--- src/rtl/alu_pkg.sv ---
// Shared definitions for alu_core: op codes, status flag bit positions, FSM state encoding.
// Latency: n/a (definitions only).
// Backpressure: n/a.
// Status byte layout: C=7, Z=6, I=5, D=4, B=3, bit 2 unused, V=1, N=0.
// I, B and bit 2 are only ever copied through, so they get no named index here.
package alu_pkg;

  localparam logic [3:0] OP_ADD  = 4'd0;
  localparam logic [3:0] OP_ADC  = 4'd1;
  localparam logic [3:0] OP_SBC  = 4'd2;
  localparam logic [3:0] OP_AND  = 4'd3;
  localparam logic [3:0] OP_EOR  = 4'd4;
  localparam logic [3:0] OP_ORA  = 4'd5;
  localparam logic [3:0] OP_BIT  = 4'd6;
  localparam logic [3:0] OP_ASL  = 4'd7;
  localparam logic [3:0] OP_LSR  = 4'd8;
  localparam logic [3:0] OP_ROL  = 4'd9;
  localparam logic [3:0] OP_ROR  = 4'd10;
  localparam logic [3:0] OP_PASS = 4'd11;

  localparam int FLAG_C = 7;
  localparam int FLAG_Z = 6;
  localparam int FLAG_D = 4;
  localparam int FLAG_V = 1;
  localparam int FLAG_N = 0;

  typedef enum logic [1:0] {
    ST_IDLE = 2'd0,
    ST_EXEC = 2'd1,
    ST_BCD  = 2'd2,
    ST_DONE = 2'd3
  } state_t;

  // Ops that take the nibble-serial decimal path when D is set.
  function automatic logic is_arith(input logic [3:0] op);
    return (op == OP_ADD) || (op == OP_ADC) || (op == OP_SBC);
  endfunction

endpackage

--- src/rtl/bcd_digit.sv ---
// One decimal digit add/subtract with carry in/out (purely combinational).
// Latency: 0 cycles.
// Backpressure: none.
// Ports: sub_i selects subtract; a_i/b_i nibble operands; c_i carry in
//        (1 = no borrow when subtracting); digit_o result nibble; c_o carry out.
// Nibbles above 9 are not range-checked; the adjust rule applies as-is.
module bcd_digit (
  input  logic       sub_i,
  input  logic [3:0] a_i,
  input  logic [3:0] b_i,
  input  logic       c_i,
  output logic [3:0] digit_o,
  output logic       c_o
);

  logic [4:0] sum;
  logic [4:0] diff;  // two's complement, range -16..15

  always_comb begin
    sum  = {1'b0, a_i} + {1'b0, b_i} + {4'b0, c_i};
    diff = {1'b0, a_i} - {1'b0, b_i} - {4'b0, ~c_i};
    if (sub_i) begin
      if (diff[4]) begin
        digit_o = diff[3:0] - 4'd6;
        c_o     = 1'b0;
      end else begin
        digit_o = diff[3:0];
        c_o     = 1'b1;
      end
    end else if (sum > 5'd9) begin
      digit_o = sum[3:0] + 4'd6;
      c_o     = 1'b1;
    end else begin
      digit_o = sum[3:0];
      c_o     = 1'b0;
    end
  end

endmodule

--- src/rtl/alu_core.sv ---
// 6502-style ALU: binary ops in one EXEC cycle, decimal ADD/ADC/SBC one nibble per cycle.
// Latency: 1 cycle binary, WIDTH/4 cycles decimal, from accept to out_valid.
// Backpressure: single operation in flight; in_ready low until DONE is drained by out_ready.
// Ports: clk/rst (sync, active-high); in_valid/in_ready with op, a, b, status_in;
//        out_valid/out_ready with result, status_out.
module alu_core
  import alu_pkg::*;
#(
  parameter int WIDTH = 8
) (
  input  logic             clk,
  input  logic             rst,
  input  logic             in_valid,
  output logic             in_ready,
  input  logic [3:0]       op,
  input  logic [WIDTH-1:0] a,
  input  logic [WIDTH-1:0] b,
  input  logic [7:0]       status_in,
  output logic             out_valid,
  input  logic             out_ready,
  output logic [WIDTH-1:0] result,
  output logic [7:0]       status_out
);

  localparam int NDIG = WIDTH / 4;
  localparam int CW   = (NDIG > 1) ? $clog2(NDIG) : 1;
  localparam logic [WIDTH-1:0] NIB_MASK = {{(WIDTH-4){1'b0}}, 4'hF};

  state_t           state_q, state_d;
  logic [CW-1:0]    cnt_q, cnt_d;
  logic             carry_q, carry_d;
  logic [3:0]       op_q, op_d;
  logic [WIDTH-1:0] a_q, a_d, b_q, b_d;
  logic [7:0]       stin_q, stin_d;
  logic [WIDTH-1:0] result_q, result_d;
  logic [7:0]       status_q, status_d;

  // Binary adder, shared by EXEC and by the decimal-mode V flag.
  logic [WIDTH-1:0] b_eff;
  logic             cin;
  logic [WIDTH:0]   sum;
  logic             bin_v;

  always_comb begin
    b_eff = (op_q == OP_SBC) ? ~b_q : b_q;
    cin   = (op_q == OP_ADD) ? 1'b0 : stin_q[FLAG_C];
    sum   = {1'b0, a_q} + {1'b0, b_eff} + {{WIDTH{1'b0}}, cin};
    bin_v = (a_q[WIDTH-1] == b_eff[WIDTH-1]) && (sum[WIDTH-1] != a_q[WIDTH-1]);
  end

  // Single-cycle result for every non-decimal op.
  logic [WIDTH-1:0] exec_res;
  logic [7:0]       exec_st;
  logic             upd_zn;

  always_comb begin
    exec_res = a_q;
    exec_st  = stin_q;
    upd_zn   = 1'b1;
    case (op_q)
      OP_ADD, OP_ADC, OP_SBC: begin
        exec_res        = sum[WIDTH-1:0];
        exec_st[FLAG_C] = sum[WIDTH];
        exec_st[FLAG_V] = bin_v;
      end
      OP_AND:  exec_res = a_q & b_q;
      OP_EOR:  exec_res = a_q ^ b_q;
      OP_ORA:  exec_res = a_q | b_q;
      OP_BIT: begin
        exec_res        = a_q;
        exec_st[FLAG_Z] = ~|(a_q & b_q);
        exec_st[FLAG_N] = b_q[WIDTH-1];
        exec_st[FLAG_V] = b_q[WIDTH-2];
        upd_zn          = 1'b0;
      end
      OP_ASL: begin
        exec_res        = {b_q[WIDTH-2:0], 1'b0};
        exec_st[FLAG_C] = b_q[WIDTH-1];
      end
      OP_LSR: begin
        exec_res        = {1'b0, b_q[WIDTH-1:1]};
        exec_st[FLAG_C] = b_q[0];
      end
      OP_ROL: begin
        exec_res        = {b_q[WIDTH-2:0], stin_q[FLAG_C]};
        exec_st[FLAG_C] = b_q[WIDTH-1];
      end
      OP_ROR: begin
        exec_res        = {stin_q[FLAG_C], b_q[WIDTH-1:1]};
        exec_st[FLAG_C] = b_q[0];
      end
      OP_PASS: exec_res = b_q;
      default: upd_zn   = 1'b0;  // reserved: status passes through untouched
    endcase
    if (upd_zn) begin
      exec_st[FLAG_Z] = ~|exec_res;
      exec_st[FLAG_N] = exec_res[WIDTH-1];
    end
  end

  // Decimal path: one shared digit cell, nibble selected by the counter.
  logic [CW+1:0]    nib_sh;
  logic [3:0]       a_nib, b_nib, dig;
  logic             dig_c;
  logic [WIDTH-1:0] bcd_res;
  logic [7:0]       bcd_st;

  assign nib_sh = {cnt_q, 2'b00};
  assign a_nib  = 4'(a_q >> nib_sh);
  assign b_nib  = 4'(b_q >> nib_sh);

  bcd_digit u_digit (
    .sub_i   (op_q == OP_SBC),
    .a_i     (a_nib),
    .b_i     (b_nib),
    .c_i     (carry_q),
    .digit_o (dig),
    .c_o     (dig_c)
  );

  always_comb begin
    bcd_res         = (result_q & ~(NIB_MASK << nib_sh)) | (WIDTH'(dig) << nib_sh);
    bcd_st          = stin_q;
    bcd_st[FLAG_C]  = dig_c;
    bcd_st[FLAG_V]  = bin_v;
    bcd_st[FLAG_Z]  = ~|bcd_res;
    bcd_st[FLAG_N]  = bcd_res[WIDTH-1];
  end

  // Next-state logic.
  always_comb begin
    state_d  = state_q;
    cnt_d    = cnt_q;
    carry_d  = carry_q;
    op_d     = op_q;
    a_d      = a_q;
    b_d      = b_q;
    stin_d   = stin_q;
    result_d = result_q;
    status_d = status_q;
    case (state_q)
      ST_IDLE: begin
        if (in_valid) begin
          op_d    = op;
          a_d     = a;
          b_d     = b;
          stin_d  = status_in;
          cnt_d   = '0;
          carry_d = (op == OP_ADD) ? 1'b0 : status_in[FLAG_C];
          state_d = (status_in[FLAG_D] && is_arith(op)) ? ST_BCD : ST_EXEC;
        end
      end
      ST_EXEC: begin
        result_d = exec_res;
        status_d = exec_st;
        state_d  = ST_DONE;
      end
      ST_BCD: begin
        result_d = bcd_res;
        carry_d  = dig_c;
        cnt_d    = cnt_q + 1'b1;
        if (cnt_q == CW'(NDIG - 1)) begin
          status_d = bcd_st;
          state_d  = ST_DONE;
        end
      end
      ST_DONE: begin
        if (out_ready) state_d = ST_IDLE;
      end
      default: state_d = ST_IDLE;
    endcase
  end

  always_ff @(posedge clk) begin
    if (rst) begin
      state_q  <= ST_IDLE;
      cnt_q    <= '0;
      carry_q  <= 1'b0;
      op_q     <= '0;
      a_q      <= '0;
      b_q      <= '0;
      stin_q   <= '0;
      result_q <= '0;
      status_q <= '0;
    end else begin
      state_q  <= state_d;
      cnt_q    <= cnt_d;
      carry_q  <= carry_d;
      op_q     <= op_d;
      a_q      <= a_d;
      b_q      <= b_d;
      stin_q   <= stin_d;
      result_q <= result_d;
      status_q <= status_d;
    end
  end

  assign in_ready   = (state_q == ST_IDLE) && !rst;
  assign out_valid  = (state_q == ST_DONE);
  assign result     = result_q;
  assign status_out = status_q;

endmodule

--- config.mk ---
export PLATFORM = sky130hd
export DESIGN_NAME = alu_core
export DESIGN_NICKNAME = d
export VERILOG_FILES = /design/src/rtl/alu_pkg.sv /design/src/rtl/bcd_digit.sv /design/src/rtl/alu_core.sv
export SDC_FILE = /design/constraint.sdc
export NUM_CORES = 1
export LEC_CHECK = 0
export BUFFER_PORTS_ARGS = -buffer_cell sky130_fd_sc_hd__buf_4
export CAP_MARGIN = 20
export CORE_MARGIN = 2
export CORE_UTILIZATION = 59
export DETAILED_ROUTE_END_ITERATION = 8
export GPL_ROUTABILITY_DRIVEN = 0
export GPL_TIMING_DRIVEN = 0
export PLACE_DENSITY_LB_ADDON = 0.05
export SLEW_MARGIN = 15
export SYNTH_ARGS = -nofsm -noshare
export SYNTH_HDL_FRONTEND = slang
export SYNTH_SLANG_ARGS = --single-unit
--- constraint.sdc ---
create_clock -name clk -period 4.8 [get_ports clk]
set_input_delay 0.48 -clock clk [delete_from_list [all_inputs] [get_ports clk]]
set_output_delay 0.48 -clock clk [all_outputs]
set_load 0.01 [all_outputs]
==> impl_metrics.toml <==
[route]
postRouteAntennaNets = 0
vias = 4383
post-route-drc-count = 0
wl_um = 12400
vias_per_cell = 6.19
drt_iter0_drc = 437
wl_per_cell_um = 17.5
dr.pass1.iters = 5

[power_and_ir_drop]
switching_power_mw = 1.19
p_clk_share_pct = 14.2
p_int_mw = 1.35
irDropWorstVdd_v = 0.000417
p_per_area_mw_per_mm2 = 535
p_sw_share_pct = 46.7
p_leak_nw = 1.91
combPwrFrac_pct = 61.9
finalPower_mw = 2.54
seqPwrFrac_pct = 23.9

[yosys]
synth_seq_cells = 48
syn_nets = 630
ys_warn_count = 0
async_flop_share_pct = 0
synth.distinct_cells = 64
synth_ff_type = "dfxtp_1"
netlist_area_mm2 = 0.00412
syn_avg_cell_area_um2 = 7.41
synthCells = 556
synth_edf_count = 0
ys_seq_area_share_pct = 23.3

[layout]
syn_to_final_growth_pct = 15.1
final_cell_mix = "nand2_1, buf_4, dfxtp_1"
layout.cells.most_common = "nand2_1"
nets = 685
fin_util_pct = 69.8
final_area_mm2 = 0.00474
instances_no_fill = 708
fill_cells = 601
antenna_cells = 0
drive_gt1_share_pct = 11.6

[place]
dp_cells = 700
port_buffers = 48
pre_cts_slack_ns = 0.402
dp_hpwl_um = 9600
placedInstanceArea_mm2 = 0.00460

[global_routing]
antenna_found_initial = 0
grt_pass1_vias = 4061
grt_use_total_pct = 33.1
grt_max_degree = 17
grt_overflow = 0
grt_pass1_wl_um = 20000

[floorplan]
io-pin-count = 50
die_area_mm2 = 0.00767
rows = 30
start_util_pct = 60.7
die_height_um = 87.6
die_w_um = 87.6
core_region_area_mm2 = 0.00679

[run_status]
outcome = "finished, final reports clean"

[sta]
max_slew.worst_pin.slew_ns = 0.808
fin_setup_tns_ns = 0
clock_skew_ns = 0.00892
setup_viol = 0
period_minus_slack_ns = 4.43
rsz0062_at_grt = "no"
slew_viol_final = 0
setup_ws_ns = 0.369
holdWs_ns = 0.407
finalHoldViolCount = 0
max_slew_margin_pct = 45.8
fin_crit_sh_pct = 92.3
fmax_ghz = 0.226

[worst_hold_path]
hold_class = "in2reg"

[clock_network]
cts_sinks = 48
clk_path_buf_depth = 2
clk_pin_slew_ns = 0.09
ctsHoldBuffers = 0
clockRootBuffer = "clkbuf_8"
clkLatencyLatePin_ns = 0.31
h-tree-depth = 2
numCtsBuffers = 5
cts_tree = "built"

[worst_setup_path]
critPathRequiredTime_ns = 5.01
worst_setup_path_start_kind = "flop"
critPathMaxFanout = 10
critical-path-slowest-cell = "fa_1"
cp-end-kind = "flop"
worstPathArrival_ns = 4.64
crit_type = "reg2reg"
path_cells = "clkbuf_1, nor2b_2, and2_1, clkbuf_1, buf_2, xnor2_1, fa_1, fa_1, a211oi_1, o21ai_0, and3_1, nor3_1, o22a_1, nor4b_1, a211o_1"
slowest_delay_ns = 0.47

[flow_run]
maxCapViolCount = 0
==> metal layers <==
metal  GRT usage (%)  up-vias  share of wire, %
met5               0        -                 0
met2            52.8      205                45
met1            43.8     2041                42
met3            7.35       45               9.2
li1                -     2092                 -
met4            12.9        0               3.8
==> worst max-delay path, delay by kind of cell, from the launching register on <==
kind	cells	cell delay [ns]
AO/OA/AOI/OAI	4	1.10
adder cells (fa/ha/maj)	2	0.91
XOR/XNOR	1	0.14
buffers and inverters	3	0.84
flip-flops	1	0.32
AND/OR/NAND/NOR	5	1.03
==> state kept, by name (all words and copies together) (netlist names) <==
register,count
carry_q,1
result,8
status_out,8
op_q,4
state_q,2
b_q,8
cnt_q,1
a_q,8
stin_q,8
==> worst paths after layout <==
kind	start	end	slack [ns]	cells past startpoint
max	op_q[1]	status_out[6]	0.37	15
min	status_in[1]	stin_q[1]	0.41	3
max reg2reg	op_q[1]	status_out[6]	0.37	15
min reg2reg	stin_q[4]	status_out[4]	0.46	2
==> cell type report <==
class / instances / area [µm²] / area share (%)
inverters: 38 / 143 / 3.01
well taps: 96 / 120 / 2.53
clock buffers: 5 / 68.8 / 1.45
plain buffers: 31 / 121 / 2.56
repair buffers: 48 / 360 / 7.60
clock inverters: 3 / 68.8 / 1.45
multi-input cells: 439 / 2900 / 61.1
flip-flops and latches: 48 / 961 / 20.3
==> cell usage after synthesis (4+ instances only) <==
cell	instances	area, µm²
nor2b_1	11	68.8
nor3_1	6	30.0
o21ai_0	23	115
xnor2_1	17	149
o221ai_1	5	43.8
nor4_1	7	43.8
a2bb2oi_1	5	43.8
a21oi_1	46	230
ha_1	36	450
a32oi_1	6	52.6
inv_1	38	143
o21a_1	7	52.6
o31ai_1	4	30.0
nand2_1	95	357
clkbuf_1	26	97.6
nand2b_1	15	93.8
a211oi_1	13	97.6
a22oi_1	4	30.0
a41oi_1	4	35.0
dfxtp_1	48	961
nor2_1	40	150
mux2i_1	6	60.1
and2_1	4	25.0
fa_1	6	120
o22ai_1	12	75.1
nand3_1	12	60.1
==> cell families (layout without fill, tap and decap cells) <==
| kind of cell | count (synthesis) | count (layout) | share of synthesized area, % |
|---|---|---|---|
| fa+ha+maj | 42 | 42 | 13.8 |
| compound gates | 166 | 166 | 27.6 |
| xor+xnor | 17 | 17 | 3.61 |
| buf+inv | 69 | 125 | 6.40 |
| simple gates | 205 | 205 | 22.9 |
| mux | 9 | 9 | 2.28 |
| flops | 48 | 48 | 23.3 |
==> power by group through the flow <==
stage / Combinational (mW) / Sequential (mW) / Clock (mW)
after floorplan: 1.10 / 0.595 / 0
after global placement: 1.49 / 0.606 / 0
after detailed placement: 1.53 / 0.610 / 0
after CTS: 1.54 / 0.602 / 0.362
after global routing: 1.73 / 0.614 / 0.382
final: 1.57 / 0.607 / 0.361
==> timing repair <==
item                       CTS  global route
buffers inserted             0             0
setup endpoints to repair    0             2
resized for setup            0             1
Power figures use the tool's default switching activity.
